### src/rtl/uart_pkg.sv
// Shared UART definitions: receiver FSM encoding, oversampling constants, baud divider.
// Latency: n/a (constants and a constant function only).
// Backpressure: n/a.
//
// The divider function is shared with the transmitter's baud logic, so both ends
// derive the same oversample period from the same clock/baud pair.
package uart_pkg;

  localparam int unsigned OS_RATE = 16;  // oversample ticks per bit
  localparam int unsigned SMP_LO  = 7;   // first majority sample
  localparam int unsigned SMP_MID = 8;   // centre sample
  localparam int unsigned SMP_HI  = 9;   // last sample; the bit is resolved here

  typedef enum logic [2:0] {
    ST_IDLE  = 3'd0,
    ST_START = 3'd1,
    ST_DATA  = 3'd2,
    ST_STOP  = 3'd3,
    ST_BREAK = 3'd4
  } rx_state_t;

  // Clocks per oversample tick, truncated, never below 1.
  function automatic int unsigned calc_div(input int unsigned clk_freq,
                                           input int unsigned baud);
    int unsigned d;
    d = clk_freq / (baud * OS_RATE);
    return (d == 0) ? 1 : d;
  endfunction

endpackage

### src/rtl/my_uart_rx_os_if.sv
// Receiver-side bundle: serial line in, byte/strobe/status out.
// Latency: n/a (wiring only).
// Backpressure: none; the consumer must take rx_data on the rx_done strobe.
//
// master: the receiver (samples rs232_rx, drives results)
// slave : the line driver / byte consumer
interface my_uart_rx_os_if;
  logic       rs232_rx;
  logic [7:0] rx_data;
  logic       rx_done;
  logic       frame_err;
  logic       rx_busy;

  modport master (
    input  rs232_rx,
    output rx_data,
    output rx_done,
    output frame_err,
    output rx_busy
  );

  modport slave (
    output rs232_rx,
    input  rx_data,
    input  rx_done,
    input  frame_err,
    input  rx_busy
  );
endinterface

### src/rtl/uart_os_tick.sv
// Oversample tick generator: one-cycle tick every DIV clocks while en is high.
// Latency: first tick DIV cycles after en rises; count clears whenever en is low.
// Backpressure: none.
//
// Ports: clk, rst_n (async active-low), en (count enable), tick (1-cycle strobe).
module uart_os_tick #(
  parameter int unsigned DIV = 27,
  parameter int          DLY = 0
) (
  input  logic clk,
  input  logic rst_n,
  input  logic en,
  output logic tick
);

  localparam int unsigned CW = (DIV > 1) ? $clog2(DIV) : 1;

  // DLY only shifts assignment timing in behavioural models; nothing to build here.
  if (DLY < 0) begin : g_dly_negative
  end

  logic [CW-1:0] cnt;

  assign tick = en && (cnt == CW'(DIV - 1));

  always_ff @(posedge clk or negedge rst_n) begin
    if (!rst_n) begin
      cnt <= '0;
    end else if (!en || tick) begin
      cnt <= '0;
    end else begin
      cnt <= cnt + 1'b1;
    end
  end

endmodule

### src/rtl/my_uart_rx_os.sv
// 16x-oversampling 8N1 UART receiver with 2-of-3 majority voting and break handling.
// Latency: rx_done/frame_err at 153*DIV+3 clocks after the start-bit falling edge (mid-stop).
// Backpressure: none; rx_data must be captured within one frame time of rx_done.
//
// Ports: clk, rst_n (async active-low), bus.master:
//   rs232_rx in, rx_data[7:0] out, rx_done out (pulse), frame_err out (pulse), rx_busy out.
module my_uart_rx_os
  import uart_pkg::*;
#(
  parameter int unsigned CLK_FREQ = 50_000_000,
  parameter int unsigned BAUD     = 115200,
  parameter int          DLY      = 0
) (
  input  logic             clk,
  input  logic             rst_n,
  my_uart_rx_os_if.master  bus
);

  localparam int unsigned DIV = calc_div(CLK_FREQ, BAUD);

  // Line synchronizer plus history flop; all reset to the idle (high) level
  // so coming out of reset never looks like a start edge.
  logic sync1, sync2, hist;

  always_ff @(posedge clk or negedge rst_n) begin
    if (!rst_n) begin
      sync1 <= 1'b1;
      sync2 <= 1'b1;
      hist  <= 1'b1;
    end else begin
      sync1 <= bus.rs232_rx;
      sync2 <= sync1;
      hist  <= sync2;
    end
  end

  wire fall = hist & ~sync2;

  rx_state_t  state_q, state_d;
  logic [3:0] os_q, os_d;
  logic [2:0] bit_q, bit_d;
  logic [7:0] sh_q, sh_d;
  logic [7:0] data_q, data_d;
  logic       s0_q, s0_d, s1_q, s1_d;
  logic       done_q, done_d;
  logic       err_q, err_d;
  logic       busy_q, busy_d;
  logic       tick;

  // Tick counter only runs while busy, so it is already at zero when the
  // next start edge raises busy.
  uart_os_tick #(
    .DIV (DIV),
    .DLY (DLY)
  ) u_tick (
    .clk   (clk),
    .rst_n (rst_n),
    .en    (busy_q),
    .tick  (tick)
  );

  wire [3:0] os_nxt = os_q + 4'd1;
  // The third vote is taken live from the synchronizer on the resolving tick.
  wire       maj    = (s0_q & s1_q) | (s0_q & sync2) | (s1_q & sync2);
  wire       mid_pt = tick && (os_nxt == 4'(SMP_HI));

  always_comb begin
    state_d = state_q;
    os_d    = os_q;
    bit_d   = bit_q;
    sh_d    = sh_q;
    data_d  = data_q;
    s0_d    = s0_q;
    s1_d    = s1_q;
    done_d  = 1'b0;
    err_d   = 1'b0;
    busy_d  = busy_q;

    if (tick) begin
      os_d = os_nxt;
      if (os_nxt == 4'(SMP_LO))  s0_d = sync2;
      if (os_nxt == 4'(SMP_MID)) s1_d = sync2;
    end

    case (state_q)
      ST_IDLE: begin
        if (fall) begin
          state_d = ST_START;
          busy_d  = 1'b1;
          os_d    = 4'd0;
        end
      end
      ST_START: begin
        if (mid_pt) begin
          if (!maj) begin
            state_d = ST_DATA;
            bit_d   = 3'd0;
          end else begin
            // Too short to be a start bit: drop it silently.
            state_d = ST_IDLE;
            busy_d  = 1'b0;
          end
        end
      end
      ST_DATA: begin
        if (mid_pt) begin
          sh_d[bit_q] = maj;
          bit_d       = bit_q + 3'd1;
          if (bit_q == 3'd7) state_d = ST_STOP;
        end
      end
      ST_STOP: begin
        // Leaving at mid-stop gives half a bit of slack before the next start edge.
        if (mid_pt) begin
          busy_d = 1'b0;
          if (maj) begin
            data_d  = sh_q;
            done_d  = 1'b1;
            state_d = ST_IDLE;
          end else begin
            err_d   = 1'b1;
            state_d = ST_BREAK;
          end
        end
      end
      ST_BREAK: begin
        // A held-low line must return high before another start is armed.
        if (sync2) state_d = ST_IDLE;
      end
      default: state_d = ST_IDLE;
    endcase
  end

  always_ff @(posedge clk or negedge rst_n) begin
    if (!rst_n) begin
      state_q <= ST_IDLE;
      os_q    <= 4'd0;
      bit_q   <= 3'd0;
      sh_q    <= 8'd0;
      data_q  <= 8'd0;
      s0_q    <= 1'b1;
      s1_q    <= 1'b1;
      done_q  <= 1'b0;
      err_q   <= 1'b0;
      busy_q  <= 1'b0;
    end else begin
      state_q <= state_d;
      os_q    <= os_d;
      bit_q   <= bit_d;
      sh_q    <= sh_d;
      data_q  <= data_d;
      s0_q    <= s0_d;
      s1_q    <= s1_d;
      done_q  <= done_d;
      err_q   <= err_d;
      busy_q  <= busy_d;
    end
  end

  assign bus.rx_data   = data_q;
  assign bus.rx_done   = done_q;
  assign bus.frame_err = err_q;
  assign bus.rx_busy   = busy_q;

endmodule

### src/flat_wrapper.sv
// flat-port wrapper written by rule: the top's interface ports become plain ports
module my_uart_rx_os_flat import uart_pkg::*;
#(
  parameter int unsigned CLK_FREQ = 50_000_000,
  parameter int unsigned BAUD     = 115200,
  parameter int          DLY      = 0
)
  (clk, rst_n, bus_rs232_rx, bus_rx_data, bus_rx_done, bus_frame_err, bus_rx_busy);
  my_uart_rx_os_if bus_i ();
  input  logic clk;
  input  logic rst_n;
  input wire logic [$bits(bus_i.rs232_rx)-1:0] bus_rs232_rx;
  output wire logic [$bits(bus_i.rx_data)-1:0] bus_rx_data;
  output wire logic [$bits(bus_i.rx_done)-1:0] bus_rx_done;
  output wire logic [$bits(bus_i.frame_err)-1:0] bus_frame_err;
  output wire logic [$bits(bus_i.rx_busy)-1:0] bus_rx_busy;
  assign bus_i.rs232_rx = bus_rs232_rx;
  assign bus_rx_data = bus_i.rx_data;
  assign bus_rx_done = bus_i.rx_done;
  assign bus_frame_err = bus_i.frame_err;
  assign bus_rx_busy = bus_i.rx_busy;
  my_uart_rx_os #(.CLK_FREQ(CLK_FREQ), .BAUD(BAUD), .DLY(DLY)) u_core (.clk(clk), .rst_n(rst_n), .bus(bus_i));
endmodule
### config.mk
export PLATFORM = sky130hd
export DESIGN_NAME = my_uart_rx_os_flat
export DESIGN_NICKNAME = d
export VERILOG_FILES = /design/src/rtl/uart_pkg.sv /design/src/rtl/my_uart_rx_os_if.sv /design/src/rtl/uart_os_tick.sv /design/src/rtl/my_uart_rx_os.sv /design/src/flat_wrapper.sv
export SDC_FILE = /design/constraint.sdc
export NUM_CORES = 1
export LEC_CHECK = 0
export ABC_AREA = 0
export CAP_MARGIN = 40
export CORE_ASPECT_RATIO = 1.5
export CORE_MARGIN = 2
export CORE_UTILIZATION = 41
export CTS_BUF_LIST = sky130_fd_sc_hd__clkbuf_16
export DETAILED_ROUTE_END_ITERATION = 10
export HOLD_SLACK_MARGIN = 0.02
export PLACE_DENSITY = 0.64
export REMOVE_ABC_BUFFERS = 1
export SYNTH_ARGS = -nofsm -noshare
export SYNTH_HDL_FRONTEND = slang
export SYNTH_SLANG_ARGS = --single-unit
### constraint.sdc
create_clock -name clk -period 2.3 [get_ports clk]
set_input_delay 0.69 -clock clk [delete_from_list [all_inputs] [get_ports clk]]
set_output_delay 0.69 -clock clk [all_outputs]
set_load 0.05 [all_outputs]
# == Word level (Yosys, flattened, before mapping) ==
# Cells that the tools add are included.
# Widths: inputs -> output; s select.
# classes
order_cmp,2
n_mux,31
reduce_logical,15
add_sub_neg,3
n_eq_ne,17
bitwise_logic,7
# ops
op,count
$mux 3,10
$pmux 3 s5,1
$ne 2x1->1 const B,7
$mux 4,3
$mux 1,11
$bwmux 8,1
$eq 4x4->1 const B,2
$eq 3x2->1 const B,2
$eq 3x3->1 const B,2
$pmux 3 s2,1
$reduce_and 2->1,3
$reduce_and 6->1,1
$add 5x1->5 const B,1
$eq 5x5->1 const B,1
$mux 5,1
$reduce_and 5->1,1
$add 4x1->4 const B,1
$and 1x1->1,4
$eq 4x3->1 const B,1
$lt 3x4->1 const B,1
$reduce_and 4->1,1
$add 3x1->3 const B,1
$demux 1 s3,1
$eq 3x1->1 const B,1
13 further kinds,16
# word_totals
ff_bits,39
output_inout_bits,11
in_bits,3
word_cells,89

# == Depth between registers and ports, before layout ==
# depth
word_depth,6
depth_mapped,9
ltp_nobuf,7

# == Cells and area by module ==
# A second synthesis with hierarchy kept.
# hier_totals
hier_cells,162
hier_area_um2,1911.8
# by_module_without_submodules
module,seq_area_each_um2,cells_each,n_inst,area_each_um2
my_uart_rx_os,857.1,139,1,1636.6
uart_os_tick,125.1,23,1,275.3

# == Worst setup path before layout ==
# OpenSTA, ideal clock, no wires.
# synth_timing
kind,register to register
from,register u_core.os_q[0]
to,register u_core.sh_q[1]
required_time_ns,2.172
path_slack_ns,0.304
n_path_buf,0
setup_time_ns,0.128
path_stages_with_launch,6
synth_period_minus_slack_ns,1.996
arrival_ns,1.868
path_cell_list,dfrtp_1 -> ha_1 -> nor3b_1 -> o211ai_4 -> nor4_1 -> mux2_1
# synth_between
elab_chain_len,4
# synth_lines
element,line,rtl
"start, declared",my_uart_rx_os.sv:40,"logic [3:0] os_q, os_d;"
"start signal, assigned",my_uart_rx_os.sv:148,os_q <= os_d;
$add 4x1->4,my_uart_rx_os.sv:62,wire [3:0] os_nxt = os_q + 4'd1;
$eq 4x4->1,my_uart_rx_os.sv:65,wire mid_pt = tick && (os_nxt == 4'(SMP_HI));
$logic_and 1x1->1,my_uart_rx_os.sv:65,
$reduce_and 2->1 (no line),-,
"end signal, assigned",my_uart_rx_os.sv:139,sh_q <= 8'd0;
"end signal, assigned",my_uart_rx_os.sv:150,sh_q <= sh_d;
"end, declared",my_uart_rx_os.sv:42,"logic [7:0] sh_q, sh_d;"
# No other way between the ends.
# A chain may end at the register's enable or synchronous reset.

# == Worst setup path in the final report ==
# layout_timing
from,register u_core.busy_q (netlist: u_core.bus.rx_busy)
to,output bus_rx_busy
# layout_rtl
element,line,rtl
"start, declared",my_uart_rx_os.sv:47,"logic busy_q, busy_d;"
"start signal, assigned",my_uart_rx_os.sv:156,busy_q <= busy_d;
"end, declared",flat_wrapper.sv:16,output wire logic [$bits(bus_i.rx_busy)-1:0] bus_rx_busy;
# No word-level cell between the ends.

==> flow_summary.yaml <==
status:
  status: "finished, final reports clean"
yosys:
  avgSynthCellArea_um2: 12.15
  synthTopCellsByCount: "dfrtp_1, nor2_1, mux2_2"
  yosysMostFrequentCell: "dfrtp_1"
  synthCells: 150
  synth_area_mm2: 0.001823
  yosysSeqAreaShare_pct: 53.88
  synth_warnings: 0
  synthFlopType: "dfrtp_1"
  yosys-top-cells-area: "dfrtp_1, mux2_2, dfstp_2"
  synth_cell_types: 43
  yosysTopAreaCellShare_pct: 46.67
  ys_ff_latch: 39
  postSynth.asyncResetShare_pct: 100.0
  synth_edf_count: 0
  synth_top_area_cell: "dfrtp_1"
worst_hold_path:
  hold_class: "reg -> reg"
die:
  pin_count: 14
  chipHeight_um: 85.67
  die_x_um: 58.45
  dieArea_mm2: 0.005007
  core_mm2: 0.004245
  num_rows: 29
  initial_utilization_pct: 42.94
layout:
  finalNetCount: 183
  drive_above_1_share_pct: 23.70
  fillers: 379
  area_delta_synth_final_pct: 19.63
  seq_area_um2: 982.2
  n_antenna_cell: 0
  multiInputGateArea_um2: 814.5
global_route:
  grt_pass1_wl_um: 5782
  grt_overflow_total: 0
  antenna_found_initial: 0
  grt_use_total_pct: 15.38
  grt_pass1_vias: 1284
  grt_max_degree: 27
power_and_ir_drop:
  power.total_w: 0.001585
  power_density_mw_per_mm2: 726.8
  peakVddDrop_uv: 809.2
  p_leak_nw: 0.9984
sta:
  slew_headroom_pct: 61.33
  finalSetupViolations: 0
  tns_ns: 0
  period_minus_slack_ns: 2.171
  post-route-period-util_pct: 94.40
  rsz0062_at_grt: "no"
  fmax_mhz: 460.6
  final_hold_viol_count: 0
  clock_skew_ns: 0.003320
  drv_slew: 0
  worst-slew-pin-transition_ns: 0.5772
worst_setup_path:
  cp_num_buf_inv: 1
  crit_family: "buffers and inverters"
  arrival_ns: 1.48
  crit_path_end_kind: "output pin"
  critPathMaxStageDelay_ns: 0.82
  cp.required_ns: 1.61
  crit_slowest_cell: "clkdlybuf4s50_1"
  worstPathMaxFanout: 4
  startpoint_type: "flip-flop"
  crit_chain: "clkdlybuf4s50_1"
  crit_type: "reg -> out"
drt:
  remaining_drc_errors: 0
  via_count: 1202
  viasPerCell: 5.489
  drt-total-wl_um: 3312
  first_pass_iters: 4
  wire_per_inst_um: 15.12
  ant_nets: 0
  first_iter_violations: 28
clock_tree:
  clk_pin_slew_ns: 0.05
  postCtsSetupRepairBufs: 0
  cts_buffers: 5
  clk_path_buf_depth: 2
  cts-resized-gates: 0
  hold_buffers: 0
  htreeDepth: 2
  cts_tree: "yes"
  cts.sinks: 39
  clk_latency_ns: 0.28
  clockRootBuffer: "clkbuf_16"
placed_design:
  post-dp-hpwl_um: 2431
  gp_congestion: 0.8800
  io_buffers: 13
flow_run:
  maxCapViolations: 0
state kept, by name, indices dropped and copies added (netlist names):
signal                flops
u_core.bus.rx_busy        1
u_core.u_tick.cnt         5
u_core.bus.frame_err      1
u_core.sh_q               8
u_core.s0_q               1
u_core.sync1              1
u_core.state_q            3
u_core.os_q               4
u_core.bit_q              3
u_core.bus.rx_done        1
u_core.hist               1
u_core.bus.rx_data        8
u_core.sync2              1
u_core.s1_q               1
metal layers:
layer / vias up / track usage (%) / part of all wire [%]
met5: - / 0 / 0
met4: 0 / 9.514 / 2.7
met3: 5 / 3.469 / 2.9
met2: 25 / 26.35 / 55
met1: 602 / 16.70 / 40
li1: 570 / - / -
cells by family after synthesis:
kind of cell / after synthesis / share of synthesized area (%)
xor gates and xnor gates: 6 / 2.883
adders and majority gates: 9 / 6.040
and+or+nand+nor: 53 / 16.13
DFF: 39 / 53.88
buffers and inverters: 9 / 2.471
muxes: 19 / 11.74
AOI/OAI and AO/OA: 15 / 6.865
cell type report:
cell class / instances / share of cell area (%)
tap: 46 / 2.639
clock inverter: 3 / 0.5737
sequential: 39 / 45.04
clock buffer: 5 / 5.737
multi-input combinational: 102 / 37.35
timing repair buffer: 19 / 7.803
inverter: 5 / 0.8606
final timing paths:
| check | slack [ns] | depth (start not counted) | to | start |
|---|---|---|---|---|
| max | 0.13 | 1 | bus_rx_busy | u_core.bus.rx_busy |
| min | 0.35 | 0 | u_core.sync2 | u_core.sync1 |
| max reg2reg | 0.15 | 6 | u_core.sh_q[1] | u_core.os_q[1] |
| min reg2reg | 0.35 | 0 | u_core.sync2 | u_core.sync1 |
| max in group asynchronous | 1.38 | 2 | u_core.state_q[2] | rst_n |
| min in group asynchronous | 0.40 | 1 | u_core.bus.frame_err | rst_n |
power by group:
part	switching, W	internal [W]	leakage (nW)
registers	0.0000451	0.000742	0.513
clock network	0.000247	0.000391	0.0762
logic	0.0000907	0.0000699	0.409
total	0.000382	0.00120	0.998
layout by cell type (no fill, tap or decap), types with 2 or more instances in the layout:
cell type,instances
a21oi_1,2
a22o_1,2
and2_1,2
buf_4,6
clkbuf_16,5
clkdlybuf4s50_1,12
dfrtp_1,34
dfstp_2,5
ha_1,8
inv_1,7
mux2_1,6
mux2_2,13
nand2_1,8
nand2b_1,2
nand3_1,6
nor2_1,16
nor3_1,2
nor3_2,2
nor4_1,2
nor4_2,3
o21ai_0,2
xnor2_1,2
xor2_1,4
through the flow:
| step | util (%) | cell area [um^2] | cells | hold slack, ns | setup slack (ns) |
|---|---|---|---|---|---|
| CTS | 50.93 | 2162 | 219 | 0.3560 | 0.08916 |
| finish | 51.37 | 2181 | 219 | 0.3539 | 0.1287 |
| global route | 51.37 | 2181 | 219 | 0.3609 | 0.01921 |
| global placement | 47.69 | 2024 | 211 | 0.3462 | 0.09051 |
| detailed placement | 47.69 | 2024 | 211 | 0.3479 | 0.1033 |
| floorplan | - | 1797 | 146 | 0.3452 | 0.2345 |
No activity file was read; power rests on OpenSTA's default activity.
